$ cat config.mk
export PLATFORM = sky130hd
export DESIGN_NAME = qr_ori_loader
export DESIGN_NICKNAME = d
export VERILOG_FILES = /design/src/rtl/qr_ori_loader.sv
export SDC_FILE = /design/constraint.sdc
export NUM_CORES = 1
export LEC_CHECK = 0
export ABC_AREA = 1
export ABC_CLOCK_PERIOD_IN_PS = 6700
export CAP_MARGIN = 20
export CELL_PAD_IN_SITES_DETAIL_PLACEMENT = 1
export CELL_PAD_IN_SITES_GLOBAL_PLACEMENT = 1
export CORE_MARGIN = 2
export CORE_UTILIZATION = 30
export DETAILED_ROUTE_END_ITERATION = 16
export GPL_TIMING_DRIVEN = 0
export PLACE_DENSITY = 0.59
export SLEW_MARGIN = 20
export SYNTH_ARGS = -nofsm -noshare
export SYNTH_HDL_FRONTEND = slang
export SYNTH_SLANG_ARGS = --single-unit
$ cat constraint.sdc
create_clock -name clk -period 6.7 [get_ports clk]
set_clock_uncertainty 0.05 [all_clocks]
set_input_delay 1.34 -clock clk [delete_from_list [all_inputs] [get_ports clk]]
set_output_delay 1.34 -clock clk [all_outputs]
set_load 0.05 [all_outputs]
$ cat src/rtl/qr_ori_loader.sv
// Purpose: buffers one DEPTH-word matrix from a valid/ready host stream, then serves it to QR_CORDIC's ori read port.
// Latency: read data one cycle after ori_rd; core leaves reset the cycle after the last word is accepted.
// Backpressure: in_ready is high only while loading; host words are neither accepted nor acknowledged in RUN/FIN.
module qr_ori_loader #(
  parameter int LENGTH = 13,
  parameter int DEPTH  = 32,
  parameter int AW     = 5
) (
  input  logic              clk,
  input  logic              reset,
  input  logic              in_valid,
  input  logic [LENGTH-1:0] in_data,
  input  logic              in_last,
  output logic              in_ready,
  output logic              core_rst_n,
  input  logic              ori_rd,
  input  logic [AW-1:0]     ori_addr,
  output logic [LENGTH-1:0] ori_di,
  input  logic              done,
  input  logic              restart,
  output logic              busy,
  output logic              finished,
  output logic              load_err,
  output logic [15:0]       run_cycles
);

  typedef enum logic [1:0] {
    LOAD = 2'd0,
    RUN  = 2'd1,
    FIN  = 2'd2
  } state_t;

  localparam logic [AW-1:0] LAST_ADDR = AW'(DEPTH - 1);

  state_t            state;
  logic [AW-1:0]     wr_ptr;
  logic [LENGTH-1:0] mem [DEPTH];
  logic              accept;
  logic              at_last;

  // Ready depends on state alone so the host never sees a valid->ready loop.
  assign in_ready = (state == LOAD);
  assign accept   = in_valid & in_ready;
  assign at_last  = (wr_ptr == LAST_ADDR);

  // Frame sequencing, run-cycle counting and registered state-decoded outputs.
  always_ff @(posedge clk) begin
    if (!reset) begin
      state      <= LOAD;
      wr_ptr     <= '0;
      core_rst_n <= 1'b0;
      busy       <= 1'b0;
      finished   <= 1'b0;
      load_err   <= 1'b0;
      run_cycles <= '0;
    end else begin
      case (state)
        LOAD: begin
          if (accept) begin
            if (at_last && in_last) begin
              // Complete frame: release the core on the very next cycle.
              wr_ptr     <= '0;
              state      <= RUN;
              core_rst_n <= 1'b1;
              busy       <= 1'b1;
            end else if (at_last || in_last) begin
              // Short or overlong frame: discard and restart from address 0.
              wr_ptr   <= '0;
              load_err <= 1'b1;
            end else begin
              wr_ptr <= wr_ptr + 1'b1;
            end
          end
        end
        RUN: begin
          // The cycle that samples done is still a run cycle.
          if (run_cycles != 16'hFFFF) begin
            run_cycles <= run_cycles + 16'd1;
          end
          if (done) begin
            state    <= FIN;
            finished <= 1'b1;
          end
        end
        FIN: begin
          // Core stays out of reset so its result RAM and done survive until restart.
          if (restart) begin
            state      <= LOAD;
            run_cycles <= '0;
            load_err   <= 1'b0;
            core_rst_n <= 1'b0;
            busy       <= 1'b0;
            finished   <= 1'b0;
          end
        end
        default: begin
          state      <= LOAD;
          wr_ptr     <= '0;
          core_rst_n <= 1'b0;
          busy       <= 1'b0;
          finished   <= 1'b0;
        end
      endcase
    end
  end

  // Matrix storage; contents are deliberately not reset.
  always_ff @(posedge clk) begin
    if (reset && accept) begin
      mem[wr_ptr] <= in_data;
    end
  end

  // Core read port: one-cycle latency, holds when not strobed, old data on same-address write.
  always_ff @(posedge clk) begin
    if (!reset) begin
      ori_di <= '0;
    end else if (ori_rd) begin
      ori_di <= mem[ori_addr];
    end
  end

endmodule

### After elaboration in Yosys (flattened, before gate mapping)

Memory sizes are Yosys's and may differ from the RTL's. A register that Yosys moved wholly into a read port is not among the register bits.
Cells that the tools add are included.

| cells by class | value |
|---|---|
| bitwise logic cells | 4 |
| $add $sub $neg | 2 |
| equality and inequality tests | 11 |
| multiplexer cells | 24 |
| reductions and logical operators | 14 |

Operators with widths:

| cell | count |
|---|---|
| $mux W16 | 2 |
| $pmux W16 S2 | 1 |
| $add A16 B1 Y16 const B | 1 |
| $ne A16 B16 Y1 const B | 1 |
| $mux W5 | 3 |
| $pmux W5 S2 | 1 |
| $mux W1 | 9 |
| $mux W2 | 4 |
| $ne A2 B2 Y1 const B | 4 |
| $reduce_and A4 Y1 | 2 |
| $ne A2 B1 Y1 const B | 3 |
| $pmux W1 S3 | 2 |
| $pmux W2 S3 | 1 |
| $reduce_and A3 Y1 | 2 |
| $add A5 B1 Y5 const B | 1 |
| $eq A5 B5 Y1 const B | 1 |
| $reduce_and A5 Y1 | 1 |
| $reduce_bool A2 Y1 | 2 |
| $not A1 Y1 | 3 |
| $eq A2 B1 Y1 const B | 1 |
| $eq A2 B2 Y1 const B | 1 |
| $logic_and A1 B1 Y1 | 2 |
| $logic_not A2 Y1 | 1 |
| $pmux W1 S2 | 1 |
| 5 further kinds | 5 |

| storage, ports and cells | value |
|---|---|
| output and inout port bits | 34 |
| memories kept | 1 |
| flip-flop bits (word level) | 26 |
| logic and storage cells | 62 |
| input port bits | 25 |
| bits in writable memories | 416 |

Memories:

| name | words | width | read ports | clocked after memory_dff | write ports | RTL line | RTL |
|---|---|---|---|---|---|---|---|
| mem | 32 | 13 | 1 | 1 | 1 | 37 | `logic [LENGTH-1:0] mem [DEPTH];` |

### Longest topological paths before layout

Gate-level depths: netlist of the first run.

| logic depth | value |
|---|---|
| word-level depth | 6 |
| mapped depth | 11 |
| depth with buffers taken out | 11 |

### Least setup slack after synthesis of the first run

Ideal clock, no wire load.

| timing path | value |
|---|---|
| path kind | input port to flip-flop |
| start | in reset |
| end | mem mem[0][0], enable pin |
| required time | 6268 ps |
| buffers on the path | 1 |
| stages on the path | 5 |
| path slack | 3479 ps |
| data arrival time | 2788 ps |
| library setup time | 382 ps |
| cells stage by stage | buf_4 clkinv_1 nor3_1 nand2_1 nor2_1 |

| between the ends | value |
|---|---|
| cells in the longest elaborated chain, start to end | 3 |

RTL lines:

| what | RTL line | RTL |
|---|---|---|
| from (decl) | 10 | `input logic reset,` |
| $logic_and A1 B1 Y1 | 109 | `if (reset && accept) begin` |
| $mux W1 | 109 |  |
| $mux W1 (not written as such) | 110 | `mem[wr_ptr] <= in_data;` |
| to (decl) | 37 |  |

Every way passes these cells.

### Final worst setup path of the first run

| timing path | value |
|---|---|
| start | in reset |
| end | mem mem[15][0], enable pin |

Same word-level chain as after synthesis.

==> results of run 1 <==
==> flip-flops by register name, summed over array words and instances, names as in the netlist <==
name,flops
load_err,1
run_cycles,16
state,2
wr_ptr,5
mem,416
busy,1
finished,1
ori_di,13
==> cells in the mapped netlist <==
library cell,instances
buf_2,38
buf_12,1
o21ai_1,2
a211oi_1,1
dfxtp_1,39
nand2_2,5
clkbuf_1,31
a22oi_1,2
nand3_4,2
buf_4,8
nor3_4,1
ha_1,10
buf_6,13
a21oi_2,7
nor3_2,1
nor2_1,70
nand4_1,6
nor3b_1,1
or2_1,1
nand2_1,589
and2_2,1
edfxtp_1,416
nand3_1,360
xor2_1,7
xnor2_1,1
o21a_1,1
inv_1,26
inv_2,5
nor3_1,5
a21oi_1,23
clkinv_1,3
buf_1,5
o21ai_0,20
nand3b_1,1
==> final cells by class <==
class,instances,area (sq um)
antenna,1,2.50
buffer,96,552
clock buffer,72,1400
clock inverter,20,140
fill,6858,40200
inverter,34,128
multi-input combinational,1117,5050
sequential,455,13300
tap,846,1060
timing repair buffer,80,923
==> where the power goes <==
part | internal (uW) | switching (uW)
Clock | 1520 | 1130
Sequential | 3150 | 26.4
Combinational | 227 | 576
Total | 4900 | 1740
==> through the flow <==
| stage | setup slack (ns) | cell area, sq um | util | std cells |
|---|---|---|---|---|
| after global routing | 2.92 | 22500 | 0.359 | 2720 |
| after global placement | 2.01 | 20500 | 0.327 | 2602 |
| after detailed placement | 2.46 | 21000 | 0.335 | 2628 |
| final | 3.03 | 22500 | 0.359 | 2721 |
| after CTS | 3.06 | 22500 | 0.359 | 2720 |
| after floorplan | 3.48 | 18900 | - | 1702 |
==> worst max path at each step <==
stage,from,end,slack (ns),cells past startpoint
floorplan,reset,mem[0][0],3.48,5
global placement,reset,mem[31][0],2.01,5
detailed placement,reset,mem[0][10],2.46,5
CTS,state[1],in_ready,3.06,3
global route,reset,mem[15][2],2.92,5
finish,reset,mem[15][0],3.03,5
==> critical path: stages <==
cell and delay (ns):
buf_4 0.22, clkinv_1 0.34, nor3_1 0.52, nand2_1 0.56, nor2_2 0.84
==> per-layer routing <==
layer,vias to the layer above,share of wire,track usage
met2,327,0.47,0.312
li1,6180,-,-
met4,0,0.029,0.0607
met3,97,0.058,0.0388
met5,-,0,0
met1,6669,0.45,0.257
==> cells by family (layout without fill, tap and decap cells) <==
group | Yosys count | after routing | synth area share
buf+inv | 130 | 302 | 0.0359
flops | 455 | 455 | 0.701
simple gates | 1043 | 1043 | 0.236
fa+ha+maj | 10 | 10 | 0.00661
compound gates | 56 | 56 | 0.0167
other cells | 0 | 1 | 0
xor+xnor | 8 | 8 | 0.00370
==> results.sh, run 1 <==
export IMPL_clk_pin_slew_ns=0.06
export IMPL_grt_pass1_wl_microns=90500
export IMPL_clock_path_buffers=3
export IMPL_ys_top_cells_by_area="edfxtp_1 66%, nand2_1 12%, nand3_1 9.5%"
export IMPL_syn_inst=1702
export IMPL_dp_hpwl_microns=42500
export IMPL_drv_slew=0
export IMPL_final_antenna_net_count=0
export IMPL_hp_start="load_err"
export IMPL_cts_repair_resized=0
export IMPL_syn2layout_area_growth_pct=19.0
export IMPL_setup_viol=0
export IMPL_synth_largest_area_cell="edfxtp_1"
export IMPL_cts_inserted_buffers=51
export IMPL_synth_area_sq_um=18900
export IMPL_cts_setup_buffers=0
export IMPL_cts_tree="yes"
export IMPL_grt_pass1_vias=13900
export IMPL_pin_count=59
export IMPL_crit_fanout=13
export IMPL_fmax_ghz=0.272
export IMPL_synth_top_area_share=0.660
export IMPL_nets=1870
export IMPL_grt_max_degree=33
export IMPL_ys_seq_area_frac=0.701
export IMPL_mostFrequentLayoutCells="589 x nand2_1, 416 x edfxtp_1, 360 x nand3_1"
export IMPL_cp_required_ns=6.87
export IMPL_hold_path_class="reg -> reg"
export IMPL_cts_root_buffer="clkbuf_16"
export IMPL_critical_path_class="in -> reg"
export IMPL_arrival_ns=3.84
export IMPL_worst_r2r_setup_slack_ns=3.51
export IMPL_via_per_inst=4.88
export IMPL_min_to="load_err"
export IMPL_hold_viol_final=0
export IMPL_die_area_sq_um=65100
export IMPL_fin_setup_tns_ns=0
export IMPL_worstSkewPairLatency_ns=0.60
export IMPL_syn_area_per_cell_sq_um=11.1
export IMPL_cap_violations=0
export IMPL_grt_setup_unrepaired="no"
export IMPL_grt_antenna_before_repair=2
export IMPL_tightest_slew_ns=0.892
export IMPL_cts_hold_buf=0
export IMPL_htreeDepth=2
export IMPL_status="finished, final reports clean"
export IMPL_yosysWarnings=0
export IMPL_grt_util_all_layers=0.192
export IMPL_core_area_sq_um=62700
export IMPL_reg2reg_depth=6
export IMPL_period_needed_ns=3.67
export IMPL_drt_iter0_markers=1042
export IMPL_die_y_microns=255
export IMPL_vias=13300
export IMPL_end_kind="flop"
export IMPL_row_count=92
export IMPL_die_x_microns=255
export IMPL_port_buffers=54
export IMPL_synth_seq_cells=455
export IMPL_drt_wirelength_per_cell_microns=22.6
export IMPL_remaining_drc_errors=0
export IMPL_syn_nets=1737
export IMPL_drive_above_1_share=0.116
export IMPL_reg2reg_from="state[1]"
export IMPL_power_density_nw_per_um2=295
export IMPL_start_kind="primary input"
export IMPL_whs_path_depth=2
export IMPL_firstDrtPassIters=5
export IMPL_p_total_uw=6640
export IMPL_period_share=0.548
export IMPL_grt_overflow=0
export IMPL_start_util=0.302
export IMPL_rr_endpoint="mem[15][0]"
export IMPL_relSlewSlack=0.405
export IMPL_mostFrequentLayoutCell="nand2_1"
export IMPL_clock_sinks=455
export IMPL_ir_drop_uv=182
export IMPL_drt_total_wl_microns=61400
export IMPL_holdWs_ns=0.411
export IMPL_p_leak_uw=0.00805
export IMPL_synthDistinctLibCells=34
export IMPL_place_gp_congestion=0.900
Power figures use the tool's default switching activity.
==> run 2: changes to the inputs <==
--- a/config.mk
+++ b/config.mk
@@ -6,7 +6,7 @@
 export NUM_CORES = 1
 export LEC_CHECK = 0
 export ABC_AREA = 1
-export ABC_CLOCK_PERIOD_IN_PS = 6700
+export ABC_CLOCK_PERIOD_IN_PS = 3250
 export CAP_MARGIN = 20
 export CELL_PAD_IN_SITES_DETAIL_PLACEMENT = 1
 export CELL_PAD_IN_SITES_GLOBAL_PLACEMENT = 1
@@ -14,7 +14,7 @@
 export CORE_UTILIZATION = 30
 export DETAILED_ROUTE_END_ITERATION = 16
 export GPL_TIMING_DRIVEN = 0
-export PLACE_DENSITY = 0.59
+export PLACE_DENSITY = 0.6
 export SLEW_MARGIN = 20
 export SYNTH_ARGS = -nofsm -noshare
 export SYNTH_HDL_FRONTEND = slang
==> constraint.sdc (replaced) <==
create_clock -name clk -period 3.25 [get_ports clk]
set_clock_uncertainty 0.05 [all_clocks]
set_input_delay 0.65 -clock clk [delete_from_list [all_inputs] [get_ports clk]]
set_output_delay 0.65 -clock clk [all_outputs]
set_load 0.05 [all_outputs]
==> results.sh, run 2 (synthesized netlist as in run 1, its figures left out) <==
export IMPL_top_regs="mem: 416 flops, run_cycles: 16 flops, ori_di: 13 flops"
export IMPL_port_buffers=54
export IMPL_start_kind="flop"
export IMPL_grt_max_degree=33
export IMPL_crit_fanout=13
export IMPL_grt_overflow=0
export IMPL_layoutNonFillerInstCount=2719
export IMPL_relSlewSlack=0.398
export IMPL_row_count=92
export IMPL_worstSkewPairLatency_ns=0.61
export IMPL_num_antenna_cells=0
export IMPL_finalInstanceArea_sq_um=22600
export IMPL_ir_drop_uv=362
export IMPL_drv_slew=0
export IMPL_placed_area_sq_um=20900
export IMPL_setup_viol=0
export IMPL_hold_viol_final=0
export IMPL_cpMostUsedCell="inv_1"
export IMPL_clock_path_buffers=3
export IMPL_p_total_uw=14000
export IMPL_syn2layout_area_growth_pct=19.5
export IMPL_via_per_inst=4.91
export IMPL_slowest_delay_ns=0.87
export IMPL_end_kind="flop"
export IMPL_grt_pass1_wl_microns=89600
export IMPL_arrival_ns=3.29
export IMPL_critical_path_class="reg -> reg"
export IMPL_top_register="mem"
export IMPL_place_gp_congestion=0.921
export IMPL_p_leak_uw=0.00805
export IMPL_cts_root_buffer="clkbuf_16"
export IMPL_drt_iter0_markers=868
export IMPL_start_util=0.302
export IMPL_final_util=0.360
export IMPL_fin_setup_tns_ns=0
export IMPL_clock_sinks=455
export IMPL_drt_total_wl_microns=61300
export IMPL_tightest_slew_ns=0.901
export IMPL_mostFrequentLayoutCell="nand2_1"
export IMPL_vias=13400
export IMPL_clk_pin_slew_ns=0.06
export IMPL_nets=1866
export IMPL_dp_hpwl_microns=43100
export IMPL_cap_violations=0
export IMPL_final_antenna_net_count=0
export IMPL_die_y_microns=255
export IMPL_cp_cell_sequence="inv_1 > ha_1 > inv_1 > nor3_1 > nand2_1 > nor2_2"
export IMPL_cts_tree="yes"
export IMPL_grt_pass1_vias=13600
export IMPL_grt_antenna_before_repair=1
export IMPL_largest_reg_flops=416
export IMPL_pin_count=59
export IMPL_remaining_drc_errors=0
export IMPL_place_inst=2623
export IMPL_grt_setup_unrepaired="yes"
export IMPL_die_area_sq_um=65100
export IMPL_htreeDepth=2
export IMPL_cp_required_ns=3.42
export IMPL_die_x_microns=255
export IMPL_fmax_ghz=0.321
export IMPL_status="finished, final reports clean"
export IMPL_cts_inserted_buffers=52
export IMPL_drt_wirelength_per_cell_microns=22.5
export IMPL_drive_above_1_share=0.116
export IMPL_firstDrtPassIters=5
export IMPL_hold_path_class="in -> reg"
export IMPL_power_density_nw_per_um2=618
export IMPL_period_share=0.959
export IMPL_core_area_sq_um=62700
export IMPL_cpMaxStageDelayCell="nor2_2"
export IMPL_cts_hold_buf=0
export IMPL_period_needed_ns=3.12
export IMPL_grt_util_all_layers=0.190
export IMPL_mostFrequentLayoutCells="589 x nand2_1, 416 x edfxtp_1, 360 x nand3_1"
## run 2: path summary, 6_finish.rpt
kind	slack, ns	start	endpoint	depth (start not counted)
setup / recovery	0.13	state[1]	mem[22][3]	6
hold / removal	0.37	reset	ori_di[4]	3
setup reg to reg	0.13	state[1]	mem[22][3]	6
hold reg to reg	0.40	load_err	load_err	2
## run 2: critical path, delay by kind of cell, from the launching register on
kind / cells / cell delay, ns
DFF: 1 / 0.32
buffers and inverters: 2 / 0.21
and+or+nand+nor: 3 / 1.82
adders and majority gates: 1 / 0.33
## run 2: cell type report
type	count	area, sq um
timing repair buffer	75	870
multi-input combinational	1117	5070
fill	6855	40100
clock inverter	29	274
clock buffer	67	1380
tap	846	1060
inverter	34	128
sequential	455	13300
buffer	96	552
## run 2: repair_timing
item / CTS / global route
setup endpoints to repair: 0 / 147
setup buffers: 0 / 0
resized for setup: 0 / 4
## run 2: metal layers
layer	global-route usage	vias up	wire length, microns
met2	0.316	339	29300
li1	-	6187	-
met3	0.0327	104	3430
met4	0.0667	2	1790
met5	0	-	13
met1	0.249	6727	26800
## run 2: through the flow
step / setup WS [ns] / hold WS (ns)
global placement: -0.843 / 0.396
finish: 0.133 / 0.373
global route: -0.0719 / 0.378
detailed placement: -0.334 / 0.398
floorplan: 0.572 / 0.447
CTS: 0.110 / 0.340
## run 2: power breakdown
group / internal (uW) / leakage, uW / switching [uW]
Sequential: 6500 / 0.00406 / 54.4
Combinational: 465 / 0.00321 / 1190
Clock: 3380 / 0.000786 / 2390
Total: 10300 / 0.00805 / 3630
